[src/rtl/uart_rx_fifo.sv]
// uart_rx_fifo: first-word-fall-through receive buffer behind uart_receiver.
// Each entry holds {err, data}. The block reports occupancy, a sticky overrun
// flag and a level-threshold interrupt. flush clears contents and flags on the
// next clock edge.
module uart_rx_fifo #(
    parameter int unsigned DATA_BITS = 8,
    parameter int unsigned DEPTH     = 16,
    parameter int unsigned ADDR_W    = 4
) (
    input  logic                 PCLK,
    input  logic                 PRESETn,
    input  logic                 flush,
    input  logic                 wr_valid,
    input  logic [DATA_BITS-1:0] wr_data,
    input  logic                 wr_err,
    input  logic                 rd_en,
    output logic [DATA_BITS-1:0] rd_data,
    output logic                 rd_err,
    output logic                 empty,
    output logic                 full,
    output logic [ADDR_W:0]      count,
    input  logic [ADDR_W:0]      thresh,
    output logic                 level_irq,
    output logic                 overrun,
    input  logic                 overrun_clr
);

    localparam logic [ADDR_W:0]   FULL_CNT = (ADDR_W+1)'(DEPTH);
    localparam logic [ADDR_W:0]   CNT_ONE  = (ADDR_W+1)'(1);
    localparam logic [ADDR_W-1:0] PTR_ONE  = ADDR_W'(1);

    logic [DATA_BITS:0]  mem_r [DEPTH];
    logic [ADDR_W-1:0]   wr_ptr_r;
    logic [ADDR_W-1:0]   rd_ptr_r;
    logic [ADDR_W:0]     count_r;
    logic                empty_r;
    logic                full_r;
    logic                overrun_r;

    logic                pop_ok_s;
    logic                push_ok_s;
    logic                overflow_s;
    logic [ADDR_W:0]     count_nxt_s;

    // Accept/drop decisions; a pop frees a slot for a same-cycle push when full.
    always_comb begin
        pop_ok_s   = rd_en & ~empty_r;
        push_ok_s  = wr_valid & (~full_r | pop_ok_s);
        overflow_s = wr_valid & full_r & ~pop_ok_s;
    end

    // Next occupancy: push-only adds one, pop-only removes one, both cancel.
    always_comb begin
        count_nxt_s = count_r;
        case ({push_ok_s, pop_ok_s})
            2'b10:   count_nxt_s = count_r + CNT_ONE;
            2'b01:   count_nxt_s = count_r - CNT_ONE;
            default: count_nxt_s = count_r;
        endcase
    end

    // Entry storage; the array is deliberately left out of reset.
    always_ff @(posedge PCLK) begin
        if (push_ok_s && !flush) begin
            mem_r[wr_ptr_r] <= {wr_err, wr_data};
        end
    end

    // Pointers, occupancy and registered empty/full flags; flush overrides all.
    always_ff @(posedge PCLK or negedge PRESETn) begin
        if (!PRESETn) begin
            wr_ptr_r <= {ADDR_W{1'b0}};
            rd_ptr_r <= {ADDR_W{1'b0}};
            count_r  <= {(ADDR_W+1){1'b0}};
            empty_r  <= 1'b1;
            full_r   <= 1'b0;
        end else if (flush) begin
            wr_ptr_r <= {ADDR_W{1'b0}};
            rd_ptr_r <= {ADDR_W{1'b0}};
            count_r  <= {(ADDR_W+1){1'b0}};
            empty_r  <= 1'b1;
            full_r   <= 1'b0;
        end else begin
            if (push_ok_s) begin
                wr_ptr_r <= wr_ptr_r + PTR_ONE;
            end
            if (pop_ok_s) begin
                rd_ptr_r <= rd_ptr_r + PTR_ONE;
            end
            count_r <= count_nxt_s;
            empty_r <= (count_nxt_s == {(ADDR_W+1){1'b0}});
            full_r  <= (count_nxt_s == FULL_CNT);
        end
    end

    // Sticky overrun: flush beats a new overflow, which beats overrun_clr.
    always_ff @(posedge PCLK or negedge PRESETn) begin
        if (!PRESETn) begin
            overrun_r <= 1'b0;
        end else if (flush) begin
            overrun_r <= 1'b0;
        end else if (overflow_s) begin
            overrun_r <= 1'b1;
        end else if (overrun_clr) begin
            overrun_r <= 1'b0;
        end else begin
            overrun_r <= overrun_r;
        end
    end

    // Output mapping: FWFT head entry and threshold interrupt (0 disables).
    always_comb begin
        rd_data   = mem_r[rd_ptr_r][DATA_BITS-1:0];
        rd_err    = mem_r[rd_ptr_r][DATA_BITS];
        empty     = empty_r;
        full      = full_r;
        count     = count_r;
        overrun   = overrun_r;
        level_irq = (thresh != {(ADDR_W+1){1'b0}}) && (count_r >= thresh);
    end

endmodule

[config.mk]
export PLATFORM = sky130hd
export DESIGN_NAME = uart_rx_fifo
export DESIGN_NICKNAME = d
export VERILOG_FILES = /design/src/rtl/uart_rx_fifo.sv
export SDC_FILE = /design/constraint.sdc
export NUM_CORES = 1
export LEC_CHECK = 0
export BUFFER_PORTS_ARGS = -buffer_cell sky130_fd_sc_hd__buf_2
export CAP_MARGIN = 10
export CORE_MARGIN = 1
export CORE_UTILIZATION = 40
export CTS_BUF_LIST = sky130_fd_sc_hd__clkbuf_8
export DETAILED_ROUTE_END_ITERATION = 12
export GPL_ROUTABILITY_DRIVEN = 1
export HOLD_SLACK_MARGIN = 0.1
export PLACE_DENSITY = 0.6
export SLEW_MARGIN = 20
export SYNTH_ARGS = -nofsm -noshare
export SYNTH_HDL_FRONTEND = slang
export SYNTH_SLANG_ARGS = --single-unit
[constraint.sdc]
create_clock -name PCLK -period 7.4 [get_ports PCLK]
set_clock_uncertainty 0.1 [all_clocks]
set_input_delay 1.11 -clock PCLK [delete_from_list [all_inputs] [get_ports PCLK]]
set_output_delay 1.11 -clock PCLK [all_outputs]
set_load 0.005 [all_outputs]
# Word-level counts from Yosys, hierarchy flattened
# Memory sizes are Yosys's and may differ from the RTL's.
# Index checks and enable logic that the tools add are counted.
[op_classes] n_addsub=4 magnitude_cmp=1 n_eq_ne=3 n_mux=13 bitwise_logic=8 n_reduce_logical=8
[op_table] cell="$mux 4" n=4
[op_table] cell="$pmux 5 s2" n=1
[op_table] cell="$add 4x1->4 const B" n=2
[op_table] cell="$mux 1" n=7
[op_table] cell="$add 5x1->5 const B" n=1
[op_table] cell="$eq 5x5->1 const B" n=1
[op_table] cell="$ge 5x5->1" n=1
[op_table] cell="$logic_not 5->1" n=1
[op_table] cell="$mux 5" n=1
[op_table] cell="$reduce_bool 5->1" n=1
[op_table] cell="$sub 5x1->5 const B" n=1
[op_table] cell="$and 1x1->1" n=4
[op_table] cell="$reduce_bool 2->1" n=2
[op_table] cell="$not 1->1" n=3
[op_table] cell="$reduce_bool 3->1" n=1
[op_table] cell="$eq 2x1->1 const B" n=1
[op_table] cell="$eq 2x2->1 const B" n=1
[op_table] cell="$logic_and 1x1->1" n=2
[op_table] cell="$logic_not 1->1" n=1
[op_table] cell="$or 1x1->1" n=1
[totals] reg_bits=16 mem_bits_rw=144 inputBits=20 output_inout_bits=18 word_cells=44 memories=1
[mem_list] memory="mem_r" depth=16 width=9 read_ports=1 rd_ports_with_merged_regs=0 write_ports=1 line="32" source="logic [DATA_BITS:0] mem_r [DEPTH];"

# Longest topological paths before layout
# Gate-level depths: netlist of the first run.
[depth] word_depth=8 mapped_depth=11 ltp_nobuf=11

# Least setup slack after synthesis of the first run
# Ideal clock, no wire load.
[synth_path] path_kind="input -> register" startpoint="input port rd_en" endpoint="register full_r, in the netlist full" setup_time_ns=0.100 t_arrival_ns=3.084 t_required_ns=7.200 path_slack_ns=4.115 stages=11 path_buffers=0 path_cell_list="nand2b_1 a21boi_1 inv_1 ha_1 xor2_1 ha_1 a21oi_1 mux2i_1 xnor2_1 and2_1 nor4bb_1"
[synth_via] elab_chain_cells=7 word_cells_on_any_way=8 classes_between="eq/ne: 3; mux: 2; bitwise: 3"
[synth_rtl] item="from (decl)" line="16" source="input logic rd_en,"
[synth_rtl] item="$and 1x1->1 *" line="47" source="pop_ok_s = rd_en & ~empty_r;"
[synth_rtl] item="$or 1x1->1" line="48" source="push_ok_s = wr_valid & (~full_r | pop_ok_s);"
[synth_rtl] item="$and 1x1->1" line="48"
[synth_rtl] item="$eq 2x1->1 or $eq 2x2->1 (tied branches)" line="55" source="case ({push_ok_s, pop_ok_s})"
[synth_rtl] item="$pmux 5 s2 *" line="55"
[synth_rtl] item="$eq 5x5->1 *" line="92" source="full_r <= (count_nxt_s == FULL_CNT);"
[synth_rtl] item="$mux 1 *" line="77" source="end else if (flush) begin"
[synth_rtl] item="to (signal assigned)" line="92"
[synth_rtl] item="to (decl)" line="37" source="logic full_r;"
# Every way passes the cells marked *; elsewhere a longest branch is shown, timed or not.
# A chain may end at the register's enable or synchronous reset.

# Worst setup path after layout of the first run
[layout_path] startpoint="register rd_ptr_r[0]" endpoint="output port rd_data[7]"
[layout_via] elab_chain_cells=1
[layout_rtl] item="from (decl)" line="34" source="logic [ADDR_W-1:0] rd_ptr_r;"
[layout_rtl] item="from (signal assigned)" line="73" source="rd_ptr_r <= {ADDR_W{1'b0}};"
[layout_rtl] item="from (signal assigned)" line="79" source="rd_ptr_r <= {ADDR_W{1'b0}};"
[layout_rtl] item="from (signal assigned)" line="88" source="rd_ptr_r <= rd_ptr_r + PTR_ONE;"
[layout_rtl] item="$mem_v2 16x9"
[layout_rtl] item="to (decl)" line="17" source="output logic [DATA_BITS-1:0] rd_data,"
# Every way passes these cells.

==> results of run 1 <==
per-stage QoR:
step | util | hold slack, ns | instances
floorplan | - | 0.3966 | 340
global placement | 0.4397 | 0.3985 | 589
detailed placement | 0.4399 | 0.4299 | 589
CTS | 0.4650 | 0.4493 | 620
global route | 0.4653 | 0.4676 | 620
finish | 0.4653 | 0.4524 | 620
routing by layer:
layer  global-route usage  vias up  routed length (um)
met2               0.2854      119                6669
li1                     -     1460                   -
met3              0.05130       21                 923
met5                    0        -                   0
met4              0.06964        0                 230
met1               0.2178     1711                5601
final cells by class:
| cell class | instances | area share |
|---|---|---|
| sequential | 160 | 0.6350 |
| multi-input combinational | 155 | 0.2343 |
| tap | 216 | 0.03630 |
| timing repair buffer | 47 | 0.03496 |
| clock buffer | 17 | 0.03143 |
| clock inverter | 14 | 0.02252 |
| inverter | 11 | 0.005546 |
worst paths after layout:
path                                    startpoint             endpoint  slack [ns]
setup / recovery           rd_ptr_r[0]$_DFFE_PN0P_           rd_data[7]        3.46
hold / removal                 overrun$_DFFE_PN0P_  overrun$_DFFE_PN0P_        0.45
setup reg to reg                   empty$_DFF_PN1_       full$_DFF_PN0_        4.43
hold reg to reg                overrun$_DFFE_PN0P_  overrun$_DFFE_PN0P_        0.45
max in group asynchronous                  PRESETn      empty$_DFF_PN1_        6.43
min in group asynchronous                  PRESETn   count[4]$_DFF_PN0_        0.46
cell usage in the layout, fill, tap and decap left out, types with 3 or more instances in the layout:
cell type / count
dfrtp_1: 14
nand2b_1: 5
nand2_1: 13
inv_1: 13
xor2_1: 5
buf_4: 10
clkbuf_8: 17
mux4_1: 8
ha_1: 13
bufinv_16: 3
nor2b_1: 5
nor2_1: 24
nor2_2: 3
nor3_1: 5
xnor2_1: 4
buf_2: 37
a21oi_1: 7
edfxtp_1: 144
mux4_2: 37
o21ai_0: 4
state kept, by name, indices dropped and copies added, names as in the netlist:
register and flops:
full 1, empty 1, overrun 1, count 5, mem_r 144, wr_ptr_r 4
rd_ptr_r 4
tightest hold or removal path: stages (launching register included):
cell and delay (ns):
dfrtp_1 0.36, a32oi_1 0.06, nor2_1 0.09
cells by family (layout without fill, tap and decap cells):
family                   count (synthesis)  in the layout  share of synthesized area
AND/OR/NAND/NOR                         63             63                    0.04398
XOR/XNOR                                 9              9                    0.01194
adder cells (fa/ha/maj)                 13             13                    0.02465
buffers and inverters                   25             89                    0.02085
flip-flops                             160            160                     0.7160
multiplexers                            47             47                     0.1611
AO/OA/AOI/OAI                           23             23                    0.02142
power groups by stage:
| stage | logic [W] | clock network (W) | registers [W] |
|---|---|---|---|
| global route | 0.000253 | 0.000703 | 0.00102 |
| floorplan | 0.000170 | 0 | 0.00103 |
| CTS | 0.000234 | 0.000667 | 0.00102 |
| detailed placement | 0.000233 | 0 | 0.00104 |
| finish | 0.000228 | 0.000652 | 0.00102 |
| global placement | 0.000230 | 0 | 0.00104 |
==> results.sh, run 1 <==
export IMPL_hold_violations=0
export IMPL_setup_tns_ns=0
export IMPL_net_switching_power_w=0.0004500
export IMPL_yosysTopAreaCell="edfxtp_1"
export IMPL_grt_pass1_wl_um=20220
export IMPL_die_w_um=130.5
export IMPL_placed_area_um2=7038
export IMPL_synth_most_common_cell="edfxtp_1"
export IMPL_yosysTopAreaCellShare=0.6552
export IMPL_cp_slowest_stage_delay_ns=0.61
export IMPL_avgRoutedWirePerCell_um=21.65
export IMPL_crit_buf_inv=2
export IMPL_arrival_ns=2.73
export IMPL_maxCapViolations=0
export IMPL_nets=425
export IMPL_drive_gt1_frac=0.2896
export IMPL_post_route_period_util=0.5331
export IMPL_synth_edf_count=144
export IMPL_layout_setup_ws_ns=3.455
export IMPL_fill_cells=1404
export IMPL_multi_input_area_um2=1744
export IMPL_avgViaCountPerCell=5.340
export IMPL_cts_tree="yes"
export IMPL_postRouteWirelength_um=13430
export IMPL_crit_path_frequent_cell="mux4_2"
export IMPL_num_rows=46
export IMPL_status="completed"
export IMPL_rsz0062_at_grt="false"
export IMPL_ff_latch_area_um2=4727
export IMPL_cts_hold_fix_buffers=0
export IMPL_worstPathCellList="buf_4 > mux4_2 > mux4_2 > buf_2"
export IMPL_dr_pass1_iters=4
export IMPL_antennaDiodeCount=0
export IMPL_async_flop_share=0.1000
export IMPL_worst_ep_required_time_ns=6.19
export IMPL_cts_resized=0
export IMPL_critPathMaxFanout=36
export IMPL_worst_slew_pin_slew_ns=1.093
export IMPL_drtIter0Drc=319
export IMPL_hold_path_class="reg2reg"
export IMPL_crit_family="multiplexers"
export IMPL_antenna_found_initial=0
export IMPL_clock_sinks=160
export IMPL_clk_pin_slew_worst_paths_ns=0.08
export IMPL_initial_core_util=0.4125
export IMPL_synthFlopType="edfxtp_1"
export IMPL_ys_seq_area_frac=0.7160
export IMPL_p_clk_frac=0.343
export IMPL_crit_slowest_cell="mux4_2"
export IMPL_swShare=0.2371
export IMPL_end_kind="primary output"
export IMPL_leakage_nw=2.500
export IMPL_cts_setup_buffers=0
export IMPL_syn_avg_cell_area_um2=19.41
export IMPL_dp_hpwl_um=8210
export IMPL_synth_cell_types=38
export IMPL_detail_route_antenna_nets=0
export IMPL_intPower_w=0.001448
export IMPL_syn_to_final_growth_pct=12.80
export IMPL_overflow=0
export IMPL_worstSetupPathType="reg2out"
export IMPL_finalInstanceArea_um2=7445
export IMPL_worst_r2r_path_depth=11
export IMPL_grt_pass1_vias=3445
export IMPL_grt_usage=0.1739
export IMPL_clockBufferDepth=2
export IMPL_seq_power_share=0.536
export IMPL_dieArea_um2=17020
export IMPL_ys_warnings_count=0
export IMPL_finalCriticalPeriod_ns=3.945
export IMPL_syn_nets=373
export IMPL_port_buffers=37
export IMPL_ys_ff_latch=160
export IMPL_finalSetupViolCount=0
export IMPL_power_w=0.001898
export IMPL_place_gp_congestion=0.7170
export IMPL_pre_cts_ws_ns=3.719
export IMPL_drc=0
export IMPL_synth_common_cells="edfxtp_1 (144), mux4_2 (37), nor2_1 (27)"
export IMPL_relSlewSlack=0.2683
export IMPL_slew_violations=0
export IMPL_htree_num_levels=4
export IMPL_via_count=3311
export IMPL_clockRootBuffer="clkbuf_8"
export IMPL_core_area_um2=16000
export IMPL_cp_num_cells=4
export IMPL_clock_fmax_mhz=253.5
export IMPL_peakVddDrop_mv=0.1216
export IMPL_holdPathStages=2
export IMPL_synth_cells=340
export IMPL_grt_max_degree=39
export IMPL_crit_path_start_kind="flop"
export IMPL_combPwrFrac=0.120
export IMPL_die_h_um=130.5
export IMPL_syn_area_um2=6600
export IMPL_p_per_area_nw_per_um2=254.9
export IMPL_synthTopCellsByArea="edfxtp_1 (66%), mux4_2 (13%), dfrtp_1 (5.7%)"
export IMPL_pin_count=38
export IMPL_cts_buffers=17
export IMPL_clkLatencyLatePin_ns=0.44
(Power assumes the default switching activity.)
==> inputs of run 2 (changes only) <==
==> constraint.sdc (replaced) <==
create_clock -name PCLK -period 3.99 [get_ports PCLK]
set_clock_uncertainty 0.1 [all_clocks]
set_input_delay 0.5985 -clock PCLK [delete_from_list [all_inputs] [get_ports PCLK]]
set_output_delay 0.5985 -clock PCLK [all_outputs]
set_load 0.005 [all_outputs]
==> run 2 against run 1 <==
  * First-iteration DRC count down 34%
  * Largest cell class unchanged
  * Critical path depth unchanged
  * Design area up 1.3%
  * Worst hold slack worse by 0.11 ns
  * Combinational power up 83%
  * Global-route usage about the same
  * Critical path type unchanged
  * Worst setup slack worse by 2.9 ns
  * Sequential share of layout area down 0.79 points
  * Final cell count up 2.4%
  * Non-clock buffer count up 14
  * Wire length down 1.7%
==> results.sh, run 2 (same netlist as run 1, synthesis figures left out) <==
export IMPL_hold_path_class="in2reg"
export IMPL_most_common_layout_cells="edfxtp_1 (144), mux4_2 (37), buf_2 (37), nor2_1 (27), buf_4 (22)"
export IMPL_avgViaCountPerCell=5.276
export IMPL_arrival_ns=2.76
export IMPL_worstSetupPathType="reg2out"
export IMPL_dieArea_um2=17020
export IMPL_worst_ep_required_time_ns=3.29
export IMPL_end_kind="primary output"
export IMPL_clk_pin_slew_worst_paths_ns=0.09
export IMPL_initial_core_util=0.4125
export IMPL_antenna_found_initial=0
export IMPL_grt_pass1_wl_um=20200
export IMPL_drc=0
export IMPL_crit_buf_inv=2
export IMPL_fill_cells=1415
export IMPL_grt_usage=0.1735
export IMPL_postRouteWirelength_um=13200
export IMPL_worstPathCellList="buf_4 > mux4_1 > mux4_2 > buf_2"
export IMPL_status="completed"
export IMPL_r2r_start="empty$_DFF_PN1_"
export IMPL_p_clk_frac=0.330
export IMPL_crit_family="multiplexers"
export IMPL_net_switching_power_w=0.0008729
export IMPL_min_delay_start="wr_valid"
export IMPL_clockRootBuffer="clkbuf_8"
export IMPL_peakVddDrop_mv=0.2061
export IMPL_clock_fmax_mhz=289.2
export IMPL_dp_cells=602
export IMPL_clock_sinks=160
export IMPL_finalSetupViolCount=0
export IMPL_mostFrequentLayoutCell="edfxtp_1"
export IMPL_grt_max_degree=39
export IMPL_drtIter0Drc=210
export IMPL_post_route_period_util=0.8666
export IMPL_layoutNonFillerInstCount=635
export IMPL_port_buffers=37
export IMPL_swShare=0.2520
export IMPL_largest_reg_flops=144
export IMPL_worst_r2r_path_depth=11
export IMPL_whs_endpoint="overrun$_DFFE_PN0P_"
export IMPL_regMostFlops="mem_r"
export IMPL_setup_tns_ns=0
export IMPL_rr_endpoint="full$_DFF_PN0_"
export IMPL_crit_path_start_kind="flop"
export IMPL_finalCriticalPeriod_ns=3.458
export IMPL_seq_power_share=0.550
export IMPL_clockBufferDepth=2
export IMPL_hold_violations=0
export IMPL_holdPathStages=3
export IMPL_critPathMaxFanout=16
export IMPL_grt_pass1_vias=3457
export IMPL_avgRoutedWirePerCell_um=20.79
export IMPL_nets=439
export IMPL_cts_buffers=17
export IMPL_p_per_area_nw_per_um2=459.6
export IMPL_drive_gt1_frac=0.3126
export IMPL_detail_route_antenna_nets=0
export IMPL_syn_to_final_growth_pct=14.22
export IMPL_antennaDiodeCount=0
export IMPL_via_count=3350
export IMPL_relSlewSlack=0.4329
export IMPL_cp_slowest_stage_delay_ns=0.75
export IMPL_core_area_um2=16000
export IMPL_overflow=0
export IMPL_die_w_um=130.5
export IMPL_cts_tree="yes"
export IMPL_power_w=0.003464
export IMPL_dr_pass1_iters=4
export IMPL_dp_hpwl_um=8526
export IMPL_die_h_um=130.5
export IMPL_rsz0062_at_grt="false"
export IMPL_clkLatencyLatePin_ns=0.45
export IMPL_num_rows=46
export IMPL_place_gp_congestion=0.7495
export IMPL_combPwrFrac=0.120
export IMPL_leakage_nw=2.563
export IMPL_worst_slew_pin_slew_ns=0.8506
export IMPL_maxCapViolations=0
export IMPL_intPower_w=0.002591
export IMPL_crit_slowest_cell="dfrtp_2"
export IMPL_pin_count=38
export IMPL_reg2reg_slack_ns=1.05
export IMPL_htree_num_levels=4
export IMPL_slew_violations=0
-- run 2: what timing repair did --
item,CTS,global route
hold buffers,1,0
setup buffers,0,0
gates resized for setup,0,0
hold endpoints to repair,15,0
setup endpoints to repair,0,0
-- run 2: power groups by stage --
stage / clock, W / sequential (W) / combinational, W
after global placement: 0 / 0.00194 / 0.000415
after floorplan: 0 / 0.00192 / 0.000315
after CTS: 0.00117 / 0.00191 / 0.000427
final: 0.00114 / 0.00191 / 0.000417
after detailed placement: 0 / 0.00194 / 0.000424
after global routing: 0.00124 / 0.00191 / 0.000460
-- run 2: cell type report --
class / instances / area (um^2) / share of cell area
Inverter: 11 / 41.29 / 0.005477
Multi-Input combinational cell: 155 / 1737 / 0.2304
Clock inverter: 15 / 148.9 / 0.01975
Tap cell: 216 / 270.3 / 0.03585
Clock buffer: 17 / 234.0 / 0.03104
Sequential cell: 160 / 4727 / 0.6271
Timing Repair Buffer: 61 / 380.4 / 0.05046
-- run 2: worst max-delay path by stage --
stage                             from        endpoint  slack, ns  cells past startpoint
2_1_floorplan                    rd_en  full$_DFF_PN0_       1.22                     11
3_3_place_gp                     rd_en  full$_DFF_PN0_       0.97                     12
3_5_place_dp                     rd_en  full$_DFF_PN0_       0.83                     12
4_1_cts        rd_ptr_r[0]$_DFFE_PN0P_      rd_data[6]       0.45                      4
5_1_grt        rd_ptr_r[0]$_DFFE_PN0P_      rd_data[6]       0.37                      4
6_report       rd_ptr_r[0]$_DFFE_PN0P_      rd_data[6]       0.53                      4
-- run 2: worst min-delay path, stage by stage --
cell	delay [ns]
buf_2	0.09
a32oi_1	0.08
nor2_1	0.09
-- run 2: stage by stage --
step	cell area, um^2	hold WS, ns	setup WS (ns)	util
2_1_floorplan	6600	0.2029	1.217	-
3_3_place_gp	7146	0.3921	0.9672	0.4466
3_5_place_dp	7146	0.4282	0.8309	0.4466
4_1_cts	7538	0.3310	0.4471	0.4711
5_1_grt	7538	0.3474	0.3723	0.4711
6_report	7538	0.3463	0.5324	0.4711
-- run 2: per-layer routing --
layer | up-vias | part of all wire | global-route usage
met5 | - | 0 | 0
met4 | 0 | 0.018 | 0.06558
met3 | 15 | 0.060 | 0.05008
met2 | 117 | 0.48 | 0.2725
met1 | 1724 | 0.44 | 0.2305
li1 | 1494 | - | -
==> inputs of run 3 (changes only) <==
==> constraint.sdc (replaced) <==
create_clock -name PCLK -period 3.99 [get_ports PCLK]
set_clock_uncertainty 0.1 [all_clocks]
set_input_delay 0.5985 -clock PCLK [delete_from_list [all_inputs] [get_ports PCLK]]
set_output_delay 0.5985 -clock PCLK [all_outputs]
set_load 0.05 [all_outputs]
==> run 3 against run 2 <==
  * Non-clock buffer count down 5
  * Via count decreased by 0.57%
  * Core utilization hardly changed
  * Final cell count decreased by 0.79%
  * Critical endpoint is now rd_data[7]
  * Combinational power increased by 28%
  * Worst setup slack better by 0.16 ns
  * Register-to-register slack is essentially flat
  * Design area is essentially flat
  * Worst hold slack gained 0.022 ns
  * Sequential share of layout area rose by 0.052 points
  * Highest routed layer unchanged
==> results.sh, run 3 (same netlist as run 1, synthesis figures left out) <==
export IMPL_grt_pass1_vias=3397
export IMPL_core_area_um2=16000
export IMPL_maxCapViolations=0
export IMPL_grt_use_met2=0.2872
export IMPL_cts_setup_buffers=0
export IMPL_syn_to_final_growth_pct=14.12
export IMPL_holdPathStages=3
export IMPL_dieArea_um2=17020
export IMPL_initial_core_util=0.4125
export IMPL_rsz0062_at_grt="false"
export IMPL_via_count=3331
export IMPL_worst_ep_required_time_ns=3.29
export IMPL_mostFrequentLayoutCell="edfxtp_1"
export IMPL_power_w=0.003656
export IMPL_reg2reg_slack_ns=1.04
export IMPL_drive_gt1_frac=0.3019
export IMPL_antenna_found_initial=0
export IMPL_leakage_nw=2.561
export IMPL_num_rows=46
export IMPL_dr_pass1_iters=4
export IMPL_clock_sinks=160
export IMPL_status="completed"
export IMPL_clock_fmax_mhz=302.8
export IMPL_whs_endpoint="overrun$_DFFE_PN0P_"
export IMPL_grt_usage=0.1731
export IMPL_regMostFlops="mem_r"
export IMPL_cts_buffers=17
export IMPL_drtIter0Drc=277
export IMPL_finalSetupViolCount=0
export IMPL_htree_num_levels=4
export IMPL_largest_reg_flops=144
export IMPL_hold_path_class="in2reg"
export IMPL_gr_usage_met1=0.2206
export IMPL_setup_tns_ns=0
export IMPL_end_kind="primary output"
export IMPL_p_per_area_nw_per_um2=485.4
export IMPL_antennaDiodeCount=0
export IMPL_die_w_um=130.5
export IMPL_finalInstanceArea_um2=7532
export IMPL_rr_endpoint="full$_DFF_PN0_"
export IMPL_grt_max_degree=37
export IMPL_startpoint="rd_ptr_r[0]$_DFFE_PN0P_"
export IMPL_whs_ns=0.3679
export IMPL_post_route_period_util=0.8277
export IMPL_cts_resized=0
export IMPL_worst_r2r_path_depth=11
export IMPL_clkLatencyLatePin_ns=0.44
export IMPL_fin_util=0.4708
export IMPL_worst_slew_pin_slew_ns=0.8274
export IMPL_postRouteWirelength_um=13340
export IMPL_avgRoutedWirePerCell_um=21.18
export IMPL_crit_path_start_kind="flop"
export IMPL_placed_area_um2=7108
export IMPL_hold_violations=0
export IMPL_clockBufferDepth=2
export IMPL_die_h_um=130.5
export IMPL_clk_pin_slew_worst_paths_ns=0.09
export IMPL_critPathMaxFanout=33
export IMPL_avgViaCountPerCell=5.287
export IMPL_busiest_layer="met2"
export IMPL_use_met3=0.05212
export IMPL_r2r_start="empty$_DFF_PN1_"
export IMPL_dp_hpwl_um=8531
export IMPL_drc=0
export IMPL_clockRootBuffer="clkbuf_8"
export IMPL_slew_violations=0
export IMPL_detail_route_antenna_nets=0
export IMPL_worstSetupPathType="reg2out"
export IMPL_cts_tree="yes"
export IMPL_pin_count=38
export IMPL_port_buffers=37
export IMPL_peakVddDrop_mv=0.2561
export IMPL_overflow=0
export IMPL_arrival_ns=2.60
export IMPL_grt_pass1_wl_um=20130
export IMPL_nets=434
export IMPL_finalCriticalPeriod_ns=3.302
export IMPL_place_gp_congestion=0.7093
export IMPL_most_common_layout_cells="edfxtp_1 (144), mux4_2 (37), buf_2 (37), nor2_1 (27)"
export IMPL_min_delay_start="wr_valid"
export IMPL_relSlewSlack=0.4484
## run 3: critical path, cell delays in order, from the launching register on
cell and delay (ns):
dfrtp_2 0.52, buf_12 0.31, mux4_2 0.55, mux4_2 0.53, buf_2 0.24
## run 3: per-stage QoR
stage / setup WS, ns / instances
6_report: 0.6875 / 630
3_3_place_gp: 0.9656 / 597
2_1_floorplan: 1.181 / 340
3_5_place_dp: 0.8348 / 597
5_1_grt: 0.5641 / 630
4_1_cts: 0.6214 / 630
## run 3: worst max path at each step
stage | to | slack [ns]
3_3_place_gp | full$_DFF_PN0_ | 0.97
2_1_floorplan | level_irq | 1.18
5_1_grt | rd_data[6] | 0.56
6_report | rd_data[7] | 0.69
3_5_place_dp | full$_DFF_PN0_ | 0.83
4_1_cts | rd_data[6] | 0.62
## run 3: cell type report
type | count | area, um^2
Clock buffer | 17 | 234.0
Clock inverter | 15 | 180.2
Fill cell | 1404 | 8468
Inverter | 11 | 41.29
Multi-Input combinational cell | 155 | 1737
Sequential cell | 160 | 4727
Tap cell | 216 | 270.3
Timing Repair Buffer | 56 | 342.8
## run 3: what timing repair did
action,CTS,global route
setup endpoints to repair,0,0
endpoints found under the hold margin,15,0
hold buffers,1,0
## run 3: power breakdown
group | switching (W) | internal (W)
clock | 0.000602 | 0.000627
combinational | 0.000315 | 0.000219
sequential | 0.0000365 | 0.00186
## run 3: layer usage
layer	wire, um	up-vias
met5	0	-
met4	141	0
met3	680	14
met2	6695	84
met1	5825	1751
li1	-	1482
